==> src/rtl/av2_bool_pkg.sv <==
// av2_bool_pkg
// Shared definitions for the AV2 boolean (binary arithmetic) decoder.
// Holds the decoder FSM state encoding and the range/probability constants
// used by av2_bool_decoder and av2_bool_split.
package av2_bool_pkg;

  typedef enum logic [2:0] {
    IDLE,
    INIT0,
    INIT1,
    READY,
    FETCH,
    DECODE,
    NORM,
    FILL
  } state_e;

  // Probabilities are x/256; 0 and 256+ are clamped into this window so the
  // split never collapses onto either end of the range.
  localparam logic [7:0] PROB_MIN    = 8'd1;
  localparam logic [7:0] PROB_MAX    = 8'd255;

  localparam logic [7:0] RANGE_INIT  = 8'd255;
  localparam logic [7:0] NORM_THRESH = 8'd128;

  // Bits of fresh stream data held below value[15:8] after a byte load.
  localparam logic [3:0] CNT_INIT    = 4'd8;

endpackage

==> src/rtl/av2_bool_split.sv <==
// av2_bool_split
// Combinational split-point computation for one boolean decode step:
//   split = 1 + (((range - 1) * p8) >> 8)
// For range >= 2 and p8 in [1,255] the result lies in [1, range-1].
// Ports:
//   range_in  in  8  current arithmetic-coder range
//   p8        in  8  clamped probability of bit==1 (x/256)
//   split     out 8  boundary between the '1' and '0' sub-intervals
module av2_bool_split
  import av2_bool_pkg::*;
(
  input  logic [7:0] range_in,
  input  logic [7:0] p8,
  output logic [7:0] split
);

  logic [7:0] range_m1;
  logic [7:0] prod_hi;
  logic [7:0] prod_lo_unused;

  // 254 * 255 = 64770, so the product always fits the 16-bit intermediate.
  assign range_m1 = range_in - 8'd1;
  assign {prod_hi, prod_lo_unused} = {8'd0, range_m1} * {8'd0, p8};
  assign split = 8'd1 + prod_hi;

endmodule

==> src/rtl/av2_bool_decoder.sv <==
// av2_bool_decoder
// Tile-level boolean decoder: pulls bitstream bytes, fetches the probability
// for each requested context from an external context model, decodes one bit
// per request and emits an adaptation write for that context.
// Ports:
//   clk, rst_n                    clock, synchronous active-low reset
//   start                         pulse: begin a new tile bitstream
//   byte_in/byte_valid/byte_ready bitstream byte handshake
//   sym_req/sym_ready/sym_ctx     symbol request handshake and its context
//   context_idx/context_prob      context model read (prob one cycle later)
//   update_en/update_idx/update_bit  context adaptation write
//   reset_contexts                pulse: clear all contexts
//   bit_out/bit_valid             decoded bit, one-cycle valid pulse
module av2_bool_decoder
  import av2_bool_pkg::*;
#(
  parameter int CTX_W = 16
) (
  input  logic             clk,
  input  logic             rst_n,
  input  logic             start,
  input  logic [7:0]       byte_in,
  input  logic             byte_valid,
  output logic             byte_ready,
  input  logic             sym_req,
  output logic             sym_ready,
  input  logic [CTX_W-1:0] sym_ctx,
  output logic [CTX_W-1:0] context_idx,
  input  logic [CTX_W-1:0] context_prob,
  output logic             update_en,
  output logic [CTX_W-1:0] update_idx,
  output logic             update_bit,
  output logic             reset_contexts,
  output logic             bit_out,
  output logic             bit_valid
);

  state_e           state_q, state_d;
  logic [7:0]       range_q, range_d;
  logic [15:0]      value_q, value_d;
  logic [3:0]       cnt_q, cnt_d;
  logic [CTX_W-1:0] context_idx_q, context_idx_d;
  logic [CTX_W-1:0] update_idx_q, update_idx_d;
  logic             update_en_q, update_en_d;
  logic             update_bit_q, update_bit_d;
  logic             reset_contexts_q, reset_contexts_d;
  logic             bit_out_q, bit_out_d;
  logic             bit_valid_q, bit_valid_d;
  logic             byte_ready_q, byte_ready_d;
  logic             sym_ready_q, sym_ready_d;

  logic [7:0]       p8;
  logic [7:0]       split;
  logic             dec_bit;
  logic [7:0]       dec_range;
  logic [7:0]       dec_value_hi;
  logic [7:0]       range_shl;

  av2_bool_split u_split (
    .range_in (range_q),
    .p8       (p8),
    .split    (split)
  );

  // Clamp the context probability into [1,255] and resolve the decode
  // outcome; only consumed while in DECODE.
  always_comb begin
    if (context_prob == '0) begin
      p8 = PROB_MIN;
    end else if (context_prob > CTX_W'(PROB_MAX)) begin
      p8 = PROB_MAX;
    end else begin
      p8 = context_prob[7:0];
    end

    dec_bit = (value_q[15:8] < split);
    if (dec_bit) begin
      dec_range    = split;
      dec_value_hi = value_q[15:8];
    end else begin
      dec_range    = range_q - split;
      dec_value_hi = value_q[15:8] - split;
    end

    range_shl = {range_q[6:0], 1'b0};
  end

  // Next-state and next-output logic. Handshake readies are derived from the
  // next state so that they are registered yet always match the current state.
  always_comb begin
    state_d          = state_q;
    range_d          = range_q;
    value_d          = value_q;
    cnt_d            = cnt_q;
    context_idx_d    = context_idx_q;
    update_idx_d     = update_idx_q;
    update_bit_d     = update_bit_q;
    bit_out_d        = bit_out_q;
    update_en_d      = 1'b0;
    bit_valid_d      = 1'b0;
    reset_contexts_d = 1'b0;

    case (state_q)
      IDLE: begin
        if (start) begin
          state_d          = INIT0;
          reset_contexts_d = 1'b1;
        end
      end
      INIT0: begin
        if (byte_valid && byte_ready_q) begin
          value_d[15:8] = byte_in;
          state_d       = INIT1;
        end
      end
      INIT1: begin
        if (byte_valid && byte_ready_q) begin
          value_d[7:0] = byte_in;
          range_d      = RANGE_INIT;
          cnt_d        = CNT_INIT;
          state_d      = READY;
        end
      end
      READY: begin
        // A restart takes priority over any symbol request in the same cycle.
        if (start) begin
          state_d          = INIT0;
          reset_contexts_d = 1'b1;
        end else if (sym_req && sym_ready_q) begin
          context_idx_d = sym_ctx;
          state_d       = FETCH;
        end
      end
      FETCH: begin
        state_d = DECODE;
      end
      DECODE: begin
        range_d       = dec_range;
        value_d[15:8] = dec_value_hi;
        bit_out_d     = dec_bit;
        update_bit_d  = dec_bit;
        update_idx_d  = context_idx_q;
        bit_valid_d   = 1'b1;
        update_en_d   = 1'b1;
        state_d       = (dec_range < NORM_THRESH) ? NORM : READY;
      end
      NORM: begin
        // Out of buffered bits: refill before shifting further.
        if (cnt_q == 4'd0) begin
          state_d = FILL;
        end else begin
          range_d = range_shl;
          value_d = {value_q[14:0], 1'b0};
          cnt_d   = cnt_q - 4'd1;
          state_d = (range_shl >= NORM_THRESH) ? READY : NORM;
        end
      end
      FILL: begin
        if (byte_valid && byte_ready_q) begin
          value_d[7:0] = byte_in;
          cnt_d        = CNT_INIT;
          state_d      = NORM;
        end
      end
    endcase

    byte_ready_d = (state_d == INIT0) || (state_d == INIT1) || (state_d == FILL);
    sym_ready_d  = (state_d == READY);
  end

  // Single register stage for FSM state, datapath and all outputs.
  always_ff @(posedge clk) begin
    if (!rst_n) begin
      state_q          <= IDLE;
      range_q          <= '0;
      value_q          <= '0;
      cnt_q            <= '0;
      context_idx_q    <= '0;
      update_idx_q     <= '0;
      update_en_q      <= 1'b0;
      update_bit_q     <= 1'b0;
      reset_contexts_q <= 1'b0;
      bit_out_q        <= 1'b0;
      bit_valid_q      <= 1'b0;
      byte_ready_q     <= 1'b0;
      sym_ready_q      <= 1'b0;
    end else begin
      state_q          <= state_d;
      range_q          <= range_d;
      value_q          <= value_d;
      cnt_q            <= cnt_d;
      context_idx_q    <= context_idx_d;
      update_idx_q     <= update_idx_d;
      update_en_q      <= update_en_d;
      update_bit_q     <= update_bit_d;
      reset_contexts_q <= reset_contexts_d;
      bit_out_q        <= bit_out_d;
      bit_valid_q      <= bit_valid_d;
      byte_ready_q     <= byte_ready_d;
      sym_ready_q      <= sym_ready_d;
    end
  end

  assign byte_ready     = byte_ready_q;
  assign sym_ready      = sym_ready_q;
  assign context_idx    = context_idx_q;
  assign update_en      = update_en_q;
  assign update_idx     = update_idx_q;
  assign update_bit     = update_bit_q;
  assign reset_contexts = reset_contexts_q;
  assign bit_out        = bit_out_q;
  assign bit_valid      = bit_valid_q;

endmodule

==> config.mk <==
export PLATFORM = sky130hd
export DESIGN_NAME = av2_bool_decoder
export DESIGN_NICKNAME = d
export VERILOG_FILES = /design/src/rtl/av2_bool_pkg.sv /design/src/rtl/av2_bool_split.sv /design/src/rtl/av2_bool_decoder.sv
export SDC_FILE = /design/constraint.sdc
export NUM_CORES = 1
export LEC_CHECK = 0
export ABC_AREA = 1
export BUFFER_PORTS_ARGS = -buffer_cell sky130_fd_sc_hd__buf_2
export CORE_MARGIN = 2
export CORE_UTILIZATION = 30
export DETAILED_ROUTE_END_ITERATION = 7
export GPL_ROUTABILITY_DRIVEN = 1
export REMOVE_ABC_BUFFERS = 1
export SKIP_CTS_REPAIR_TIMING = 1
export SLEW_MARGIN = 20
export SYNTH_ARGS = -nofsm -noshare
export SYNTH_HDL_FRONTEND = slang
export SYNTH_SLANG_ARGS = --single-unit
export TNS_END_PERCENT = 20
==> constraint.sdc <==
create_clock -name clk -period 15.5 [get_ports clk]
set_clock_uncertainty 0.1 [all_clocks]
set_input_delay 0.775 -clock clk [delete_from_list [all_inputs] [get_ports clk]]
set_output_delay 0.775 -clock clk [all_outputs]
set_load 0.05 [all_outputs]
==> impl_results.md, run 1 <==
* Layout cells sized above 1 at 0.159
* Min-delay worst type: register to register
* Final #Nets at approximately 1100
* Synthesized area per cell at 6.97 sq um
* Sequential share of the synthesized area at 0.227
* Worst skew pair latency at 0.33 ns
* Routed WL at 15400 um
* Drt wl/cell at 12.8 um
* EDFF count, synth at 0
* Routed Antenna Nets at 0
* Max Root-Sink Buffers at 2
* Tmin final at 8.02 ns
* Worst path required time at 15.62 ns
* Final HPWL DP at 11900 um
* R2R depth at 40
* Tcrit/Tclk final at 0.518
* Slew @ Worst Pin at 0.962 ns
* Power density cells at ~140 nW/um^2
* Post-route cell area at 6980 sq um
* Ant. Diodes at 0
* Most used cell, CP: nand2_1
* RSZ-0062 raised after global routing: no
* Reg2reg end: byte_ready
* Area Growth Syn to Fin at 16.5%
* Routed wl met2 at 7140 um
* Global Route Usage Sum at 0.151
* CP Max Fanout at 7
* Critical path type: register to register
* #FFs+latches synth at roughly 70
* Leakage at 0.00334 uW
* Post-synth ARST share at 0
* DR top layer: met4
* Maxcap violations at 0
* Buffers on Ports at 83
* Initial Util at 0.307
* Routed length on met3 at 827 um
* Max IR drop VDD at 0.0000855 V
* Sink Count at 68
* Detailed Route Iter0 Violations at around 340
* Relative slew slack at 0.356
* Max Transition Viols Final at 0
* Status: complete, no violations
* Post-Synthesis Cells at 859
* Ys Warns at 0
* Num CTS Buffers at 9
* CTS tree: built
* Die width at between 100 and 150 um
* Via count at around 5700
* Initial antenna violation count at 0
* H-Tree Depth at 3
* WP data arrival at around 8.1 ns
* Ys flop type: dfxtp_1
* Worst hold slack at 0.372 ns
* Setup crit end kind: register
* Area of the core at 19500 sq um
* DRC viols at 0
* Worst Hold Path EP: value_q[0]
* Num rows at 51
* WHS Path Cells at 2
* Hold Fails Final Rpt at 0
* DRT Pass-1 Iters at 5
* RR Startpoint: range_q[0]
* Fmax at 0.125 GHz
* First-pass GRT wire length at 26900 um
* Crit path max-delay cell type: xnor2_1
* Die Y at 145 um
* Pin count of the biggest net entering global routing at 59
* Worst Min Path Start: value_q[0]
* R2r setup slk at 7.48 ns
* Post-synth cell types at 51
* Mapped Area at about 6000 sq um
* Metal-1 WL at 7220 um
* Clock Pin Slew Worst Setup and Hold Paths at 0.06 ns
* Worst setup SP type: register
* Setup Viol. Count Final at 0
* # IOs at 84
* CP max stage delay at 0.64 ns
* Final weighted congestion in routability-driven placement at 0.851
* Setup TNS at 0 ns
* Root buffer cell: clkbuf_16
* Via/cell ratio at 4.76
* Die ar. at 21100 sq um
* Number of global-route vias before repair at approximately 5600
* Area after DPL at 6670 sq um
* GRT Residual Overflow at 0
## placed cells by master (no fill, tap or decap), types with 3 or more instances in the layout
cell         n
a21oi_1     46
a31oi_1      9
buf_2       83
clkbuf_16    9
clkinv_1     5
dfxtp_1     68
fa_1        37
ha_1        47
inv_1      112
inv_2        3
nand2_1    132
nand2_2     21
nand2_4      4
nand3_1     28
nand3_2      9
nand3b_1     3
nand4_1      6
nor2_1     174
nor2_2       4
nor3_1       7
o211ai_1     6
o21ai_0     66
o21ai_1      8
o21bai_1     3
xnor2_1      5
xor2_1       9
## flip-flops by register name (all words and copies together), names as in the netlist, 3 cells and up
name and flops:
cnt_q 4, context_idx 16, range_q 8, state_q 3, update_idx 16, value_q 16
## synth_stat cells, types with 3 or more instances
| master | count | share of area |
|---|---|---|
| nand4_1 | 6 | 0.0063 |
| nand2_4 | 4 | 0.0075 |
| inv_1 | 112 | 0.070 |
| nand2_1 | 132 | 0.083 |
| xnor2_1 | 5 | 0.0073 |
| nand3b_1 | 3 | 0.0038 |
| ha_1 | 47 | 0.098 |
| dfxtp_1 | 68 | 0.23 |
| o21ai_0 | 66 | 0.055 |
| nor3_1 | 7 | 0.0058 |
| clkinv_1 | 5 | 0.0031 |
| xor2_1 | 9 | 0.013 |
| clkbuf_1 | 14 | 0.0088 |
| nor2_1 | 174 | 0.11 |
| inv_2 | 3 | 0.0019 |
| fa_1 | 37 | 0.12 |
| a31oi_1 | 9 | 0.0094 |
| o21bai_1 | 3 | 0.0038 |
| nor2_2 | 4 | 0.0042 |
| a21oi_1 | 46 | 0.038 |
| nand2_2 | 21 | 0.022 |
| nand3_2 | 9 | 0.015 |
| o21ai_1 | 8 | 0.0067 |
| nand3_1 | 28 | 0.023 |
| o211ai_1 | 6 | 0.0075 |
## worst max-delay path: cells and delay by family (launching register included)
| family | cells | cell delay, ns |
|---|---|---|
| compound gates | 5 | 0.90 |
| buf+inv | 7 | 0.73 |
| simple gates | 18 | 1.32 |
| fa+ha+maj | 8 | 3.28 |
| xor+xnor | 2 | 1.00 |
| flops | 1 | 0.57 |
## logic make-up (layout without fill, tap and decap cells)
logic type	count (synthesis)	after routing	share of synthesized area
buffers and inverters	139	221	0.0890
adder cells (fa/ha/maj)	84	84	0.222
XOR/XNOR	14	14	0.0205
AO/OA/AOI/OAI	153	153	0.142
flip-flops	68	68	0.227
AND/OR/NAND/NOR	401	401	0.300
## power breakdown
group	internal, uW	total, uW	switching, uW
sequential	177	179	1.81
combinational	211	595	385
clock	128	205	77.0
## per-stage QoR
step                power [uW]  std cells   util  setup WS, ns
finish                     980       1206  0.357          7.48
global route              1080       1206  0.357          6.82
CTS                        985       1206  0.357          7.54
detailed placement         773       1191  0.342          7.46
global placement           771       1191  0.342          7.64
floorplan                  650        841      -          8.34
## metal layers
metal	track usage	up-vias
met5	0	-
met4	0.0412	0
met3	0.0270	18
met2	0.252	144
met1	0.202	2646
li1	-	2927
## worst max path at each step
stage | slack (ns) | to | from | cells past startpoint
detailed placement | 7.46 | byte_ready | context_prob[14] | 41
floorplan | 8.34 | byte_ready | context_prob[12] | 41
global placement | 7.64 | byte_ready | context_prob[12] | 43
CTS | 7.54 | byte_ready | range_q[0] | 39
finish | 7.48 | byte_ready | range_q[0] | 40
global route | 6.82 | byte_ready | range_q[0] | 41
## final cells by class
class                   count  area, sq um
flip-flops and latches     68         1360
multi-input cells         652         4090
clock buffers              10          239
well taps                 265          332
repair buffers             85          430
fillers                  2124        12600
inverters                 121          457
clock inverters             5         62.6
No activity file was read; power rests on OpenSTA's default activity.
==> run 2: changes to the inputs <==
- clock period: 15.5 -> 7.7 ns (I/O delays scaled with it)
==> run 2 against run 1 <==
Via count up 0.68%. Cell count increased by 1.3%. Sequential cell count unchanged. Sequential power increased by 100%. Critical path depth shrank 3. Setup slack worse by 6.8 ns. Power rose by 110%. Critical endpoint unchanged.
==> impl_results.md, run 2 (synthesis gave the netlist of run 1 again) <==
* DP Cell Count at 1205 (was 1191)
* Setup WS pre-CTS at 0.287 ns (was 7.46 ns)
* Max Root-Sink Buffers at 2 (unchanged)
* R2R depth at 37 (was 40)
* H-Tree Depth at 3 (unchanged)
* Global Route Usage Sum at 0.151 (about the same)
* Worst skew pair latency at 0.33 ns (about the same)
* Num CTS Buffers at 9 (unchanged)
* Tmin final at 7.05 ns (was 8.02 ns)
* Final #Nets at 1081 (was 1066)
* Clock Pin Slew Worst Setup and Hold Paths at 0.06 ns (about the same)
* # fillers at 2130 (was 2124)
* Reg2reg end: byte_ready (unchanged)
* Routed WL at 15800 um (was 15400 um)
* Routed Antenna Nets at 0 (unchanged)
* Crit path max-delay cell type: fa_1 (was xnor2_1)
* Commonest non-fill, non-tap cell in the layout: nor2_1 (unchanged)
* Detailed Route Iter0 Violations at 391 (was 343)
* Slew @ Worst Pin at 0.987 ns (was 0.962 ns)
* Critical path type: register to register (unchanged)
* First-pass GRT wire length at 27000 um (was 26900 um)
* Final weighted congestion in routability-driven placement at 0.862 (was 0.851)
* Root buffer cell: clkbuf_16 (unchanged)
* Num rows at 51 (unchanged)
* Critical Path Source: range_q[2] (was range_q[0])
* Sequential power share at 0.177 (was 0.183)
* Sink Count at 68 (unchanged)
* Drt wl/cell at 12.9 um (was 12.8 um)
* WP data arrival at 7.18 ns (was 8.14 ns)
* Hold Fails Final Rpt at 0 (unchanged)
* Final setup margin at 0.645 ns (was 7.48 ns)
* Fmax at 0.142 GHz (was 0.125 GHz)
* Via/cell ratio at 4.73 (was 4.76)
* GRT Residual Overflow at 0 (unchanged)
* Setup Viol. Count Final at 0 (unchanged)
* Ant. Diodes at 0 (unchanged)
* Max Transition Viols Final at 0 (unchanged)
* Worst hold slack at 0.194 ns (was 0.372 ns)
* Worst setup SP type: register (unchanged)
* DRT Pass-1 Iters at 5 (unchanged)
* Buffers on Ports at 83 (unchanged)
* Final HPWL DP at 12200 um (was 11900 um)
* Psw at 952 uW (was 463 uW)
* Initial antenna violation count at 0 (unchanged)
* R2r setup slk at 0.65 ns (was 7.48 ns)
* Layout cells sized above 1 at 0.178 (was 0.159)
* Number of global-route vias before repair at 5659 (was 5610)
* Area Growth Syn to Fin at 19.1% (was 16.5%)
* Setup TNS at 0 ns (unchanged)
* CP endpoint: byte_ready (unchanged)
* Relative slew slack at 0.339 (was 0.356)
* Most used cell, CP: nand2_1 (unchanged)
* Finished Layout Cells at 1222 (was 1206)
* CTS tree: built (unchanged)
* Worst path required time at 7.83 ns (was 15.62 ns)
* Net Sw Frac at 0.468 (was 0.473)
* Clock share of power at 0.222 (was 0.210)
* RR Startpoint: range_q[2] (was range_q[0])
* Die ar. at 21100 sq um (unchanged)
* Min-delay worst type: input pin to register (was register to register)
* Status: complete, no violations (unchanged)
* Combinational Power Share at 0.601 (was 0.608)
* Pin count of the biggest net entering global routing at 59 (unchanged)
* Die Y at 145 um (unchanged)
* Die width at 145 um (unchanged)
* Most frequent cells in the layout: nor2_1, nand2_1, inv_1 (unchanged)
* # IOs at 84 (unchanged)
* Power density cells at 285 nW/um^2 (was 140 nW/um^2)
* Area of the core at 19500 sq um (unchanged)
* Int Pwr at 1080 uW (was 516 uW)
* CP Max Fanout at 6 (was 7)
* Leakage at 0.00345 uW (was 0.00334 uW)
* Maxcap violations at 0 (unchanged)
* Setup crit end kind: register (unchanged)
* Via count at 5774 (was 5735)
* Max IR drop VDD at 0.000149 V (was 0.0000855 V)
* Tcrit/Tclk final at 0.916 (was 0.518)
* Initial Util at 0.307 (unchanged)
* DRC viols at 0 (unchanged)
* CP max stage delay at 0.55 ns (was 0.64 ns)
run 2: cell types whose count changed in the layout (fill, tap and decap cells not counted), sizes merged:
cell	before	now
bufinv	1	2
clkinv	7	8
clkbuf	10	9
clkinvlp	2	1
inv	116	117
buf	85	100
run 2: worst min-delay path by stage:
stage | startpoint | end | slack [ns] | cells after the start
finish | sym_ctx[13] | context_idx[13] | 0.19 | 3
global route | sym_ctx[3] | context_idx[3] | 0.21 | 3
CTS | sym_ctx[13] | context_idx[13] | 0.19 | 3
detailed placement | cnt_q[0] | cnt_q[0] | 0.36 | 2
global placement | cnt_q[0] | cnt_q[0] | 0.36 | 2
floorplan | value_q[0] | value_q[0] | 0.34 | 2
run 2: through the flow:
| stage | power [uW] | util | instance area, sq um |
|---|---|---|---|
| finish | 2040 | 0.365 | 7130 |
| global route | 2230 | 0.365 | 7130 |
| CTS | 2010 | 0.364 | 7100 |
| detailed placement | 1550 | 0.347 | 6780 |
| global placement | 1550 | 0.347 | 6780 |
| floorplan | 1310 | - | 5910 |
run 2: cell type report:
class,count,area [sq um],area share
Clock buffer,9,225,0.0316
Inverter,121,457,0.0640
Tap cell,265,332,0.0465
Clock inverter,7,98.8,0.0139
Timing Repair Buffer,100,543,0.0762
Sequential cell,68,1360,0.191
Multi-Input combinational cell,652,4110,0.577
run 2: worst max-delay path, delay by kind of cell (launching register included):
kind | cells | cell delay [ns]
xor+xnor | 2 | 0.71
buf+inv | 6 | 0.42
fa+ha+maj | 7 | 3.02
simple gates | 17 | 1.44
compound gates | 5 | 0.77
flops | 1 | 0.48
run 2: routing by layer:
layer / vias up / global-route usage / share of wire
met1: 2669 / 0.201 / 0.47
met5: - / 0 / 0
met2: 141 / 0.254 / 0.46
li1: 2950 / - / -
met4: 0 / 0.0294 / 0.0086
met3: 14 / 0.0333 / 0.055
run 2: power by group through the flow:
stage / sequential [uW] / combinational (uW) / clock (uW)
CTS: 360 / 1200 / 460
finish: 360 / 1220 / 452
floorplan: 371 / 938 / 0
global placement: 368 / 1180 / 0
global route: 361 / 1390 / 474
detailed placement: 368 / 1190 / 0
==> run 3: changes to the inputs <==
- CORE_UTILIZATION: 30 -> 64
- PLACE_DENSITY: not set -> 0.88
- clock period: 7.7 -> 8.3 ns (I/O delays scaled with it)
==> run 3 against run 2 <==
Global-route usage is 14 points higher. Worst hold slack improved by 0.036 ns. Power shrank 16%. Via count about the same. Non-clock buffer count fell by 8. Register-to-register slack better by 0.13 ns. Cell count is 13% lower. Wire length decreased by 10%. Critical path depth rose by 5. Final area is 5.8% lower. Sequential cell count stayed put. First-iteration DRC count down 17%. Largest power group unchanged.
==> impl_results.md, run 3 (synthesis gave the netlist of run 1 again) <==
* First-pass GRT wire length at 24400 um (was 27000 um)
* Crit path max-delay cell type: dfxtp_1 (was fa_1)
* Slew @ Worst Pin at 0.871 ns (was 0.987 ns)
* Root buffer cell: clkbuf_8 (was clkbuf_16)
* RSZ-0062 raised after global routing: no
* Final #Nets at 1073 (was 1081)
* Final weighted congestion in routability-driven placement at 0.942 (was 0.862)
* Tcrit/Tclk final at 0.907 (was 0.916)
* CP Max Fanout at 7 (was 6)
* Critical path type: register to register (unchanged)
* Clock Pin Slew Worst Setup and Hold Paths at 0.07 ns (was 0.06 ns)
* Leakage at 0.00334 uW (was 0.00345 uW)
* Finished Layout Cells at 1059 (was 1222)
* Initial antenna violation count at 0 (unchanged)
* Layout cells sized above 1 at 0.165 (was 0.178)
* Hold Fails Final Rpt at 0 (unchanged)
* Via/cell ratio at 5.45 (was 4.73)
* Worst skew pair latency at 0.34 ns (was 0.33 ns)
* Die Y at 101 um (was 145 um)
* Max IR drop VDD at 0.000189 V (was 0.000149 V)
* Min-delay worst type: input pin to register (unchanged)
* Ant. Diodes at 0 (unchanged)
* Setup Viol. Count Final at 0 (unchanged)
* Max Root-Sink Buffers at 2 (unchanged)
* Most frequent cells in the layout: nor2_1, nand2_1, inv_1 (unchanged)
* Power density cells at 254 nW/um^2 (was 285 nW/um^2)
* Pin count of the biggest net entering global routing at 59 (unchanged)
* Commonest non-fill, non-tap cell in the layout: nor2_1 (unchanged)
* DRT Pass-1 Iters at 5 (unchanged)
* DP Cell Count at 1044 (was 1205)
* Number of global-route vias before repair at 5588 (was 5659)
* Routed Antenna Nets at 0 (unchanged)
* Area of the core at 9150 sq um (was 19500 sq um)
* Worst path required time at 8.44 ns (was 7.83 ns)
* Buf/Inv on CP at 7 (was 6)
* WHS Path Cells at 3 (unchanged)
* Status: complete, no violations (unchanged)
* Area Growth Syn to Fin at 12.1% (was 19.1%)
* Max Transition Viols Final at 0 (unchanged)
* Setup TNS at 0 ns (unchanged)
* Setup crit end kind: register (unchanged)
* Buffers on Ports at 83 (unchanged)
* R2R depth at 42 (was 37)
* H-Tree Depth at 3 (unchanged)
* Global Route Usage Sum at 0.294 (was 0.151)
* Worst setup SP type: register (unchanged)
* Fmax at 0.133 GHz (was 0.142 GHz)
* Die ar. at 10100 sq um (was 21100 sq um)
* WP data arrival at 7.66 ns (was 7.18 ns)
* Relative slew slack at 0.420 (was 0.339)
* Via count at 5776 (was 5774)
* Initial Util at 0.654 (was 0.307)
* Power Total at 1710 uW (was 2040 uW)
* Tmin final at 7.53 ns (was 7.05 ns)
* Drt wl/cell at 13.4 um (was 12.9 um)
* Setup WS pre-CTS at 0.707 ns (was 0.287 ns)
* Final setup margin at 0.773 ns (was 0.645 ns)
* Maxcap violations at 0 (unchanged)
* Detailed Route Iter0 Violations at 324 (was 391)
* GRT Residual Overflow at 0 (unchanged)
* CTS tree: built (unchanged)
* Most used cell, CP: nand2_1 (unchanged)
* Sink Count at 68 (unchanged)
* Critical Path Stages at 42 (was 37)
* CP max stage delay at 0.54 ns (was 0.55 ns)
* Routed WL at 14200 um (was 15800 um)
* Final HPWL DP at 11100 um (was 12200 um)
* Critical path's top delay family: adder cells (unchanged)
* DRC viols at 0 (unchanged)
* # IOs at 84 (unchanged)
* Die width at 101 um (was 145 um)
* Num CTS Buffers at 9 (unchanged)
* Num rows at 35 (was 51)
==> run 3: cell types whose count changed in the layout (fill, tap and decap cells not counted), sizes merged <==
cell,delta
inv,-1
bufinv,-1
clkbuf,+1
buf,-8
clkinv,+1
clkinvlp,-1
==> run 3: final cells by class <==
class	count	area, sq um
Multi-Input combinational cell	652	4090
Fill cell	721	2440
Sequential cell	68	1360
Timing Repair Buffer	92	483
Inverter	121	457
Tap cell	111	139
Clock buffer	10	128
Clock inverter	5	53.8
==> run 3: through the flow <==
step           instance area (sq um)  hold slack (ns)   util
6_report                        6720            0.230  0.734
5_1_grt                         6720            0.238  0.734
4_1_cts                         6720            0.220  0.734
3_5_place_dp                    6530            0.359  0.714
3_3_place_gp                    6530            0.350  0.714
2_1_floorplan                   5910            0.341      -
==> run 3: power by group <==
group	internal [uW]	leakage (uW)	switching, uW
clock	136	0.0000959	131
combinational	393	0.00269	712
sequential	330	0.000549	3.27
total	860	0.00334	846
==> run 3: per-layer routing <==
metal	track usage	up-vias	wire length, um	part of all wire
met2	0.485	217	6500	0.46
met3	0.0631	20	1140	0.080
met4	0.0674	0	152	0.011
met5	0	-	0	0
li1	-	2940	-	-
met1	0.395	2599	6420	0.45
==> run 3: final timing paths <==
check                                start        endpoint  slack, ns
worst min-delay path            sym_ctx[8]  context_idx[8]       0.23
worst min register to register  value_q[0]      value_q[0]       0.37
worst max register to register  range_q[0]      byte_ready       0.77
worst max-delay path            range_q[0]      byte_ready       0.77
==> run 3: tightest hold or removal path, cell delays in order <==
cell and delay, ns:
buf_2 0.07, o21ai_0 0.07, nor2_1 0.08
